==> config.mk <==
export PLATFORM = sky130hd
export DESIGN_NAME = cmd_fifo
export DESIGN_NICKNAME = d
export VERILOG_FILES = /design/src/rtl/cmd_fifo.sv
export SDC_FILE = /design/constraint.sdc
export NUM_CORES = 1
export LEC_CHECK = 0
export ABC_CLOCK_PERIOD_IN_PS = 5200
export BUFFER_PORTS_ARGS = -buffer_cell sky130_fd_sc_hd__buf_4
export CAP_MARGIN = 20
export CORE_MARGIN = 8
export CORE_UTILIZATION = 39
export CTS_CLUSTER_DIAMETER = 30
export DETAILED_ROUTE_END_ITERATION = 8
export PLACE_DENSITY = 0.57
export SLEW_MARGIN = 20
export SYNTH_ARGS = -nofsm -noshare
export SYNTH_HDL_FRONTEND = slang
export SYNTH_SLANG_ARGS = --single-unit
==> constraint.sdc <==
create_clock -name clk -period 5.2 [get_ports clk]
set_clock_uncertainty 0.15 [all_clocks]
set_input_delay 0.26 -clock clk [delete_from_list [all_inputs] [get_ports clk]]
set_output_delay 0.26 -clock clk [all_outputs]
set_load 0.05 [all_outputs]
==> src/rtl/cmd_fifo.sv <==
// Command queue between UART_wrapper and cmd_proc: captures commands on the cmd_rdy/clr_cmd_rdy handshake and replays them in order.
// Optional feature macro CMD_FIFO_FLUSH_EN adds a flush input that empties the queue on the next edge.
module cmd_fifo #(
  parameter int DEPTH = 4,
  parameter int WIDTH = 16
) (
  input  logic                       clk,
  input  logic                       rst,
`ifdef CMD_FIFO_FLUSH_EN
  input  logic                       flush,
`endif
  input  logic [WIDTH-1:0]           in_cmd,
  input  logic                       in_rdy,
  output logic                       in_clr,
  output logic [WIDTH-1:0]           cmd,
  output logic                       cmd_rdy,
  input  logic                       clr_cmd_rdy,
  output logic [$clog2(DEPTH):0]     count,
  output logic                       full
);

  localparam int AW = $clog2(DEPTH);
  localparam int CW = AW + 1;
  localparam logic [AW-1:0] PTR_ONE  = AW'(1);
  localparam logic [CW-1:0] CNT_FULL = CW'(DEPTH);

  typedef enum logic [1:0] {
    S_IDLE,
    S_ACK,
    S_WAITLO
  } state_t;

  state_t           r_state;
  state_t           w_state_nxt;
  logic [WIDTH-1:0] r_mem [DEPTH];
  logic [AW-1:0]    r_wr_ptr;
  logic [AW-1:0]    r_rd_ptr;
  logic [CW-1:0]    r_count;
  logic             r_cmd_rdy;
  logic             r_full;
  logic             w_push;
  logic             w_pop;
  logic             w_flush;
  logic [CW-1:0]    w_count_nxt;

`ifdef CMD_FIFO_FLUSH_EN
  assign w_flush = flush;
`else
  assign w_flush = 1'b0;
`endif

  // Registered full gates capture, so a pop while full costs one bubble cycle.
  assign w_push      = (r_state == S_IDLE) && in_rdy && !r_full;
  assign w_pop       = clr_cmd_rdy && r_cmd_rdy;
  assign w_count_nxt = r_count + {{AW{1'b0}}, w_push} - {{AW{1'b0}}, w_pop};

  always_comb begin
    w_state_nxt = r_state;
    in_clr      = 1'b0;
    case (r_state)
      S_IDLE: begin
        if (w_push) w_state_nxt = S_ACK;
      end
      S_ACK: begin
        in_clr      = 1'b1;
        w_state_nxt = S_WAITLO;
      end
      S_WAITLO: begin
        // Hold off until the wrapper drops cmd_rdy so one command is never taken twice.
        if (!in_rdy) w_state_nxt = S_IDLE;
      end
      default: w_state_nxt = S_IDLE;
    endcase
  end

  always_ff @(posedge clk or posedge rst) begin
    if (rst) r_state <= S_IDLE;
    else     r_state <= w_state_nxt;
  end

  always_ff @(posedge clk or posedge rst) begin
    if (rst) begin
      r_wr_ptr  <= '0;
      r_rd_ptr  <= '0;
      r_count   <= '0;
      r_cmd_rdy <= 1'b0;
      r_full    <= 1'b0;
      for (int i = 0; i < DEPTH; i++) r_mem[i] <= '0;
    end else if (w_flush) begin
      r_wr_ptr  <= '0;
      r_rd_ptr  <= '0;
      r_count   <= '0;
      r_cmd_rdy <= 1'b0;
      r_full    <= 1'b0;
    end else begin
      if (w_push) begin
        r_mem[r_wr_ptr] <= in_cmd;
        r_wr_ptr        <= r_wr_ptr + PTR_ONE;
      end
      if (w_pop) r_rd_ptr <= r_rd_ptr + PTR_ONE;
      r_count   <= w_count_nxt;
      r_cmd_rdy <= (w_count_nxt != '0);
      r_full    <= (w_count_nxt == CNT_FULL);
    end
  end

  assign cmd     = r_mem[r_rd_ptr];
  assign cmd_rdy = r_cmd_rdy;
  assign count   = r_count;
  assign full    = r_full;

endmodule

After elaboration in Yosys (flattened, before gate mapping)
Index checks and enable logic that the tools add are counted.

storage, ports and cells
  register bits after elaboration = 75
  logic and storage cells = 42
  output and inout port bits = 22

cells by class
  order comparisons = 3
  add/sub/neg operators = 4
  reduce and logical (&&, ||, !) cells = 8
  eq/ne operators = 5
  mux-type cells = 10
  bitwise logic cells = 2

operator list
  cell                                                      count
  bitwise mux 64 bit                                        1
  two-way mux 16 bit                                        3
  binary-select mux 16 bit (select 2 bit)                   1
  demux 16 bit (select 2 bit)                               1
  greater-or-equal comparator 3 bit, second input constant  2
  inverter 2 -> 3 bit                                       2
  case mux 2 bit (3 select lines)                           1
  adder 2 x 1 -> 2 bit, second input constant               2
  logical AND 1 bit                                         4
  two-way mux 2 bit                                         2
  inequality test 2 bit, second input constant              2
  adder 3 x 1 -> 3 bit                                      1
  == test 3 bit, second input constant                      1
  < comparator 3 x 1 -> 1 bit, second input constant        1
  nonzero test 3 bit                                        1
  subtractor 3 x 1 -> 3 bit                                 1
  == test 2 x 1 -> 1 bit, second input constant             1
  == test 2 bit, second input constant                      1
  zero test 2 bit                                           1
  AND reduction 2 bit                                       1
  zero test 1 bit                                           1
  two-way mux 1 bit                                         1

Logic depth before layout (Yosys ltp)
Gate-level depths: netlist of the first run.

  depth in word-level cells = 6
  mapped depth = 10

Least setup slack after synthesis of the first run
Ideal clock, no wire load.

  path kind = register to register
  start point = register r_full (netlist: full)
  end point = register r_cmd_rdy (netlist: cmd_rdy)
  setup time = 0.129 ns
  arrival = 2.448 ns
  required time = 4.921 ns
  slack = 2.473 ns
  cell stages (with the launch flop) = 11
  cells stage by stage = dfrtp_1 nor4b_2 buf_6 inv_1 ha_1 inv_1 ha_1 fa_1 xnor2_1 xnor2_1 nand2_1

on the way
  cells in the longest elaborated chain, start to end = 5

RTL lines
  item                       RTL line  RTL
  from (decl)                40        logic r_full;
  from (signal assigned)     103       r_full <= (w_count_nxt == CNT_FULL);
  zero test 1 bit            53        assign w_push = (r_state == S_IDLE) && in_rdy && !r_full;
  logical AND 1 bit          53
  adder 3 x 1 -> 3 bit       55        assign w_count_nxt = r_count + {{AW{1'b0}}, w_push} - {{AW{1'b0}}, w_pop};
  subtractor 3 x 1 -> 3 bit  55
  nonzero test 3 bit         102       r_cmd_rdy <= (w_count_nxt != '0);
  to (signal assigned)       102
  to (decl)                  39        logic r_cmd_rdy;

No other way between the ends.
A chain may end at the register's enable or synchronous reset.

Worst setup path after layout of the first run
  start point = register r_state[0]
  end point = register r_full (netlist: full)

on the way
  cells in the longest elaborated chain, start to end = 6

RTL lines
  item                             RTL line  RTL
  from (decl)                      33        state_t r_state;
  from (signal assigned)           78        else r_state <= w_state_nxt;
  zero test 2 bit                  53
  logical AND 1 bit (2 in series)  53
  adder 3 x 1 -> 3 bit             55
  subtractor 3 x 1 -> 3 bit        55
  == test 3 bit                    103

No other way between the ends.

==> flow_metrics.py, run 1 <==
metrics = {
    "outcome": {
        "status": "finished clean",
    },
    "critical_path": {
        "path_max_fanout": 9,
        "crit_type": "register to register",
        "r2r-start": "r_state[0]$_DFFE_PP0P_",
        "path_cells": "nor4b_4 -> buf_4 -> inv_1 -> ha_1 -> inv_1 -> ha_1 -> fa_1 -> xnor2_1 -> xnor2_1 -> nor3_1",
        "r2r_cells": 10,
        "rr_endpoint": "full$_DFF_PP0_",
        "cp-start-kind": "register",
        "crit_buf_inv": 3,
        "worst_path_largest_cell_delay_ns": 0.42,
        "worst_ep_required_time_ns": 5.30,
        "cpLargestDelayFamily": "adder cells",
        "reg2reg_slack_ns": 2.52,
        "end_kind": "register",
        "critPathSlowestCell": "dfrtp_1",
        "crit_arrival_ns": 2.78,
    },
    "sta": {
        "timing.fmax_mhz": 373.5,
        "period_minus_slack_ns": 2.677,
        "finalSetupViolations": 0,
        "hold_ws_ns": 0.01638,
        "rsz0062_at_grt": "no",
        "hold_violations": 0,
        "slew-limit-headroom_pct": 39.63,
        "fin_crit_sh_pct": 51.49,
        "tightest_slew_ns": 0.9056,
        "final_max_slew_viol_count": 0,
        "setup_tns_ns": 0,
    },
    "layout": {
        "stdcell_area_um2": 4099,
        "area_growth_pct": 16.09,
        "finalNetCount": 273,
        "layout_commonest_cell": "dfrtp_1",
        "fin_cells": 359,
        "mostFrequentLayoutCells": "75 x dfrtp_1, 44 x buf_4, 40 x mux2_4",
        "drive_gt1_share_pct": 57.77,
        "antennaDiodeCount": 0,
    },
    "route": {
        "drtIter0Drc": 38,
        "via_per_inst": 4.967,
        "route.detailed.drc": 0,
        "dr.pass1.iters": 4,
        "routedWlPerCell_um": 17.87,
        "detail-route-antenna-nets": 0,
        "vias": 1783,
        "routed_wirelength_um": 6414,
    },
    "global_routing": {
        "grt_pass1_vias": 2121,
        "grt_max_degree": 69,
        "grt_first_pass_wirelength_um": 11090,
        "antenna_found_initial": 0,
        "grt.total_usage_pct": 11.26,
        "gr-total-overflow": 0,
    },
    "hold_path": {
        "hp-class": "input port to register",
        "hold_start": "in_rdy",
        "hold_path_depth": 3,
        "hold_end": "r_state[1]$_DFFE_PP0P_",
    },
    "logic_synthesis": {
        "synth_top_cell_area_share_pct": 53.15,
        "synth_warnings": 0,
        "syn_area_um2": 3531,
        "syn_inst": 199,
        "seq_area_frac_synth_pct": 53.15,
        "synth.avg_cell_area_um2": 17.74,
        "synthTopCellsByArea": "dfrtp_1 53%, mux2_4 17%, mux4_2 10%, mux2_2 7.7%, buf_12 2.3%",
        "yosys_register_bits": 75,
        "synth.distinct_cells": 22,
        "synth_area_leader_cell": "dfrtp_1",
        "syn_nets": 226,
    },
    "clocking": {
        "cts_buffer_depth": 2,
        "cts_resized": 0,
        "htreeDepth": 3,
        "tritoncts": "yes",
        "clk_latency_ns": 0.34,
        "numCtsBuffers": 9,
        "cts_num_sinks": 75,
        "clkTransAtPathRegs_ns": 0.08,
        "cts-root-buf": "clkbuf_8",
    },
    "die": {
        "die_x_um": 111.2,
        "ioPinCount": 42,
        "num_rows": 34,
        "die_h_um": 111.2,
        "start_util_pct": 40.29,
        "die_area_um2": 12350,
        "core_um2": 8763,
    },
    "placement": {
        "placed_cells": 342,
        "placed_cell_area_um2": 3895,
        "hpwl_um": 4035,
        "port_buffers": 41,
        "place_congestion": 0.7012,
    },
    "flow_run": {
        "drv_cap": 0,
    },
}
-- area by class of cell --
cell class / instances / area [um2]
fill: 780 / 4664
sequential: 75 / 1877
multi-input combinational: 107 / 1523
timing repair buffer: 45 / 340.3
tap: 108 / 135.1
clock buffer: 10 / 127.6
clock inverter: 6 / 66.31
inverter: 8 / 30.03
-- through the flow --
step	setup slack (ns)	util (%)
final	2.523	46.77
after floorplan	2.473	-
after global routing	2.337	46.77
after detailed placement	2.534	44.45
after CTS	2.513	46.77
after global placement	2.568	44.45
-- sequential cells by signal (all words and copies together) (netlist names) --
name and cells:
cmd_rdy 1, count 3, full 1, r_mem 64, r_rd_ptr 2, r_state 2
r_wr_ptr 2
-- worst max-delay path by stage --
stage                           start                 to  slack [ns]  depth (start not counted)
3_5_place_dp   r_state[0]$_DFFE_PP0P_  cmd_rdy$_DFF_PP0_        2.53                         10
6_report       r_state[0]$_DFFE_PP0P_     full$_DFF_PP0_        2.52                         10
5_1_grt        r_state[0]$_DFFE_PP0P_     full$_DFF_PP0_        2.34                         10
2_1_floorplan          full$_DFF_PP0_  cmd_rdy$_DFF_PP0_        2.47                         10
4_1_cts        r_state[0]$_DFFE_PP0P_     full$_DFF_PP0_        2.51                         10
3_3_place_gp   r_state[0]$_DFFE_PP0P_  cmd_rdy$_DFF_PP0_        2.57                         10
-- metal layers --
metal	global-route usage, %	up-vias	wire (um)	part of all wire, %
met5	0	-	0	0
met4	3.733	0	49	0.76
met3	3.842	4	291	4.5
met2	18.16	37	3152	49
met1	13.77	936	2921	46
li1	-	806	-	-
-- repair_timing --
item	in CTS	in global routing
buffers inserted	0	0
hold buffers	1	0
endpoints found under the hold margin	7	0
-- worst min-delay path, stage by stage --
cell	delay, ns
buf_4	0.11
nand2_1	0.05
o21bai_1	0.06
-- Yosys cell counts (all sizes together) --
cell type / count
and2: 1
buf: 9
dfrtp: 75
fa: 1
ha: 6
inv: 8
mux2: 64
mux4: 16
nand2: 8
nor2: 1
nor2b: 1
nor3: 1
nor4b: 1
o21ai: 1
o21bai: 1
xnor2: 4
xor2: 1
-- cell families (layout without fill, tap and decap cells) --
kind of cell | after synthesis | count (layout) | share of synthesized area [%]
mux | 80 | 80 | 34.87
compound gates | 2 | 2 | 0.3543
buf+inv | 17 | 69 | 3.969
fa+ha+maj | 7 | 7 | 2.693
simple gates | 13 | 13 | 3.721
flops | 75 | 75 | 53.15
xor+xnor | 5 | 5 | 1.240
Power of run 1 is left out: the tool's default activity adds up to more than one toggle a clock period on the data nets, which glitch-free logic cannot reach.
==> run 2, diff against run 1 <==
Settings changed: ABC_CLOCK_PERIOD_IN_PS 5200 to 2600.
Clock period 5.2 ns to 2.6 ns, I/O delays scaled along.
==> run 2 against run 1 <==
Fmax is 11% higher. Setup slack lost 2.3 ns. Global-route usage rose by 0.45 points. Via count increased by 5.4%. Flip-flop and latch count is the same. Worst hold slack improved by 0.050 ns. First-iteration DRC count up 32%. Critical path type unchanged. Largest cell class unchanged.
==> flow_metrics.py, run 2 (synthesis gave the netlist of run 1 again) <==
metrics = {
    "layout": {
        "area_growth_pct": 24.24,
        "antennaDiodeCount": 0,
        "largest_reg_flops": 64,
        "drive_gt1_share_pct": 57.56,
        "finalNetCount": 293,
        "layout_commonest_cell": "dfrtp_1",
        "mostFrequentLayoutCells": "74 x dfrtp_1, 46 x buf_4, 40 x mux2_4",
        "largest-register": "r_mem",
        "fin_util_pct": 50.06,
    },
    "outcome": {
        "status": "finished clean",
    },
    "critical_path": {
        "end_kind": "register",
        "startpoint": "full$_DFF_PP0_",
        "rr_endpoint": "full$_DFF_PP0_",
        "crit_arrival_ns": 2.47,
        "worst_ep_required_time_ns": 2.67,
        "cp-start-kind": "register",
        "r2r-start": "full$_DFF_PP0_",
        "r2r_cells": 9,
        "crit_type": "register to register",
        "endpoint": "full$_DFF_PP0_",
        "reg2reg_slack_ns": 0.20,
        "path_max_fanout": 3,
    },
    "hold_path": {
        "hp-class": "input port to register",
        "hold_path_depth": 3,
    },
    "die": {
        "die_area_um2": 12350,
        "start_util_pct": 40.29,
        "die_h_um": 111.2,
        "ioPinCount": 42,
        "core_um2": 8763,
        "num_rows": 34,
        "die_x_um": 111.2,
    },
    "route": {
        "via_per_inst": 4.958,
        "vias": 1879,
        "dr.pass1.iters": 4,
        "detail-route-antenna-nets": 0,
        "route.detailed.drc": 0,
        "routed_wirelength_um": 6691,
        "routedWlPerCell_um": 17.65,
        "drtIter0Drc": 50,
    },
    "sta": {
        "finalSetupViolations": 0,
        "hold_violations": 0,
        "fin_crit_sh_pct": 92.37,
        "final_max_slew_viol_count": 0,
        "rsz0062_at_grt": "no",
        "period_minus_slack_ns": 2.402,
        "tightest_slew_ns": 0.5676,
        "slew-limit-headroom_pct": 62.11,
        "setup_tns_ns": 0,
        "timing.fmax_mhz": 416.4,
    },
    "flow_run": {
        "drv_cap": 0,
    },
    "global_routing": {
        "grt.total_usage_pct": 11.71,
        "grt_max_degree": 41,
        "grt_pass1_vias": 2089,
        "gr-total-overflow": 0,
        "antenna_found_initial": 0,
        "grt_first_pass_wirelength_um": 11340,
    },
    "clocking": {
        "cts_buffer_depth": 2,
        "htreeDepth": 3,
        "tritoncts": "yes",
        "cts-root-buf": "clkbuf_8",
        "numCtsBuffers": 9,
        "cts_resized": 0,
        "cts_num_sinks": 75,
        "clkTransAtPathRegs_ns": 0.08,
        "clk_latency_ns": 0.34,
        "cts_setup_buffers": 0,
    },
    "placement": {
        "port_buffers": 41,
        "hpwl_um": 4479,
        "place_congestion": 0.7100,
    },
}
## run 2: changes by cell type in the layout (fill, tap and decap cells not counted), moves of 2 or more
cell	delta
clkinvlp_4	-2
ha_4	+2
bufinv_16	+2
inv_1	-2
inv_2	+2
buf_4	+2
dlygate4sd3_1	+17
ha_1	-2
## run 2: cell type report
cell class | instances | area, um2
timing repair buffer | 65 | 545.5
multi-input combinational | 107 | 1558
inverter | 8 | 30.03
clock buffer | 9 | 123.9
sequential | 75 | 1878
tap | 108 | 135.1
clock inverter | 7 | 116.4
fill | 758 | 4377
## run 2: metrics by stage
step / setup slack, ns / instances / instance area [um2] / hold slack, ns
6_report: 0.1983 / 379 / 4387 / 0.06688
3_5_place_dp: 0.1987 / 345 / 3966 / 0.08708
2_1_floorplan: -0.03787 / 199 / 3567 / 0.1109
4_1_cts: 0.1884 / 379 / 4387 / 0.05911
3_3_place_gp: 0.2690 / 345 / 3966 / 0.08391
5_1_grt: 0.1192 / 379 / 4387 / 0.07749
## run 2: layer usage
layer / global-route usage (%) / routed length [um]
met4: 2.933 / 55
met1: 15.69 / 3305
met3: 4.762 / 279
met5: 0 / 0
met2: 17.09 / 3051
## run 2: worst min path at each step
stage	start	endpoint	slack, ns
global placement	rst	r_mem[16]$_DFFE_PP0P_	0.08
CTS	clr_cmd_rdy	r_rd_ptr[0]$_DFFE_PP0P_	0.06
finish	clr_cmd_rdy	r_rd_ptr[0]$_DFFE_PP0P_	0.07
global route	clr_cmd_rdy	r_rd_ptr[0]$_DFFE_PP0P_	0.08
floorplan	in_rdy	r_state[1]$_DFFE_PP0P_	0.11
detailed placement	rst	r_mem[16]$_DFFE_PP0P_	0.09
## run 2: worst max-delay path, stage by stage, from the launching register on
cell and delay [ns]:
dfrtp_2 0.43, nor4b_4 0.31, inv_2 0.07, ha_4 0.26, inv_2 0.04, ha_4 0.15
fa_2 0.36, xnor2_2 0.14, xnor2_1 0.26, nor3_1 0.10
## run 2: timing repair
item	in CTS	in global routing
hold endpoints to repair	88	0
endpoints found under the setup margin	0	0
hold buffers	18	0
Power of run 2 is left out for the same reason.
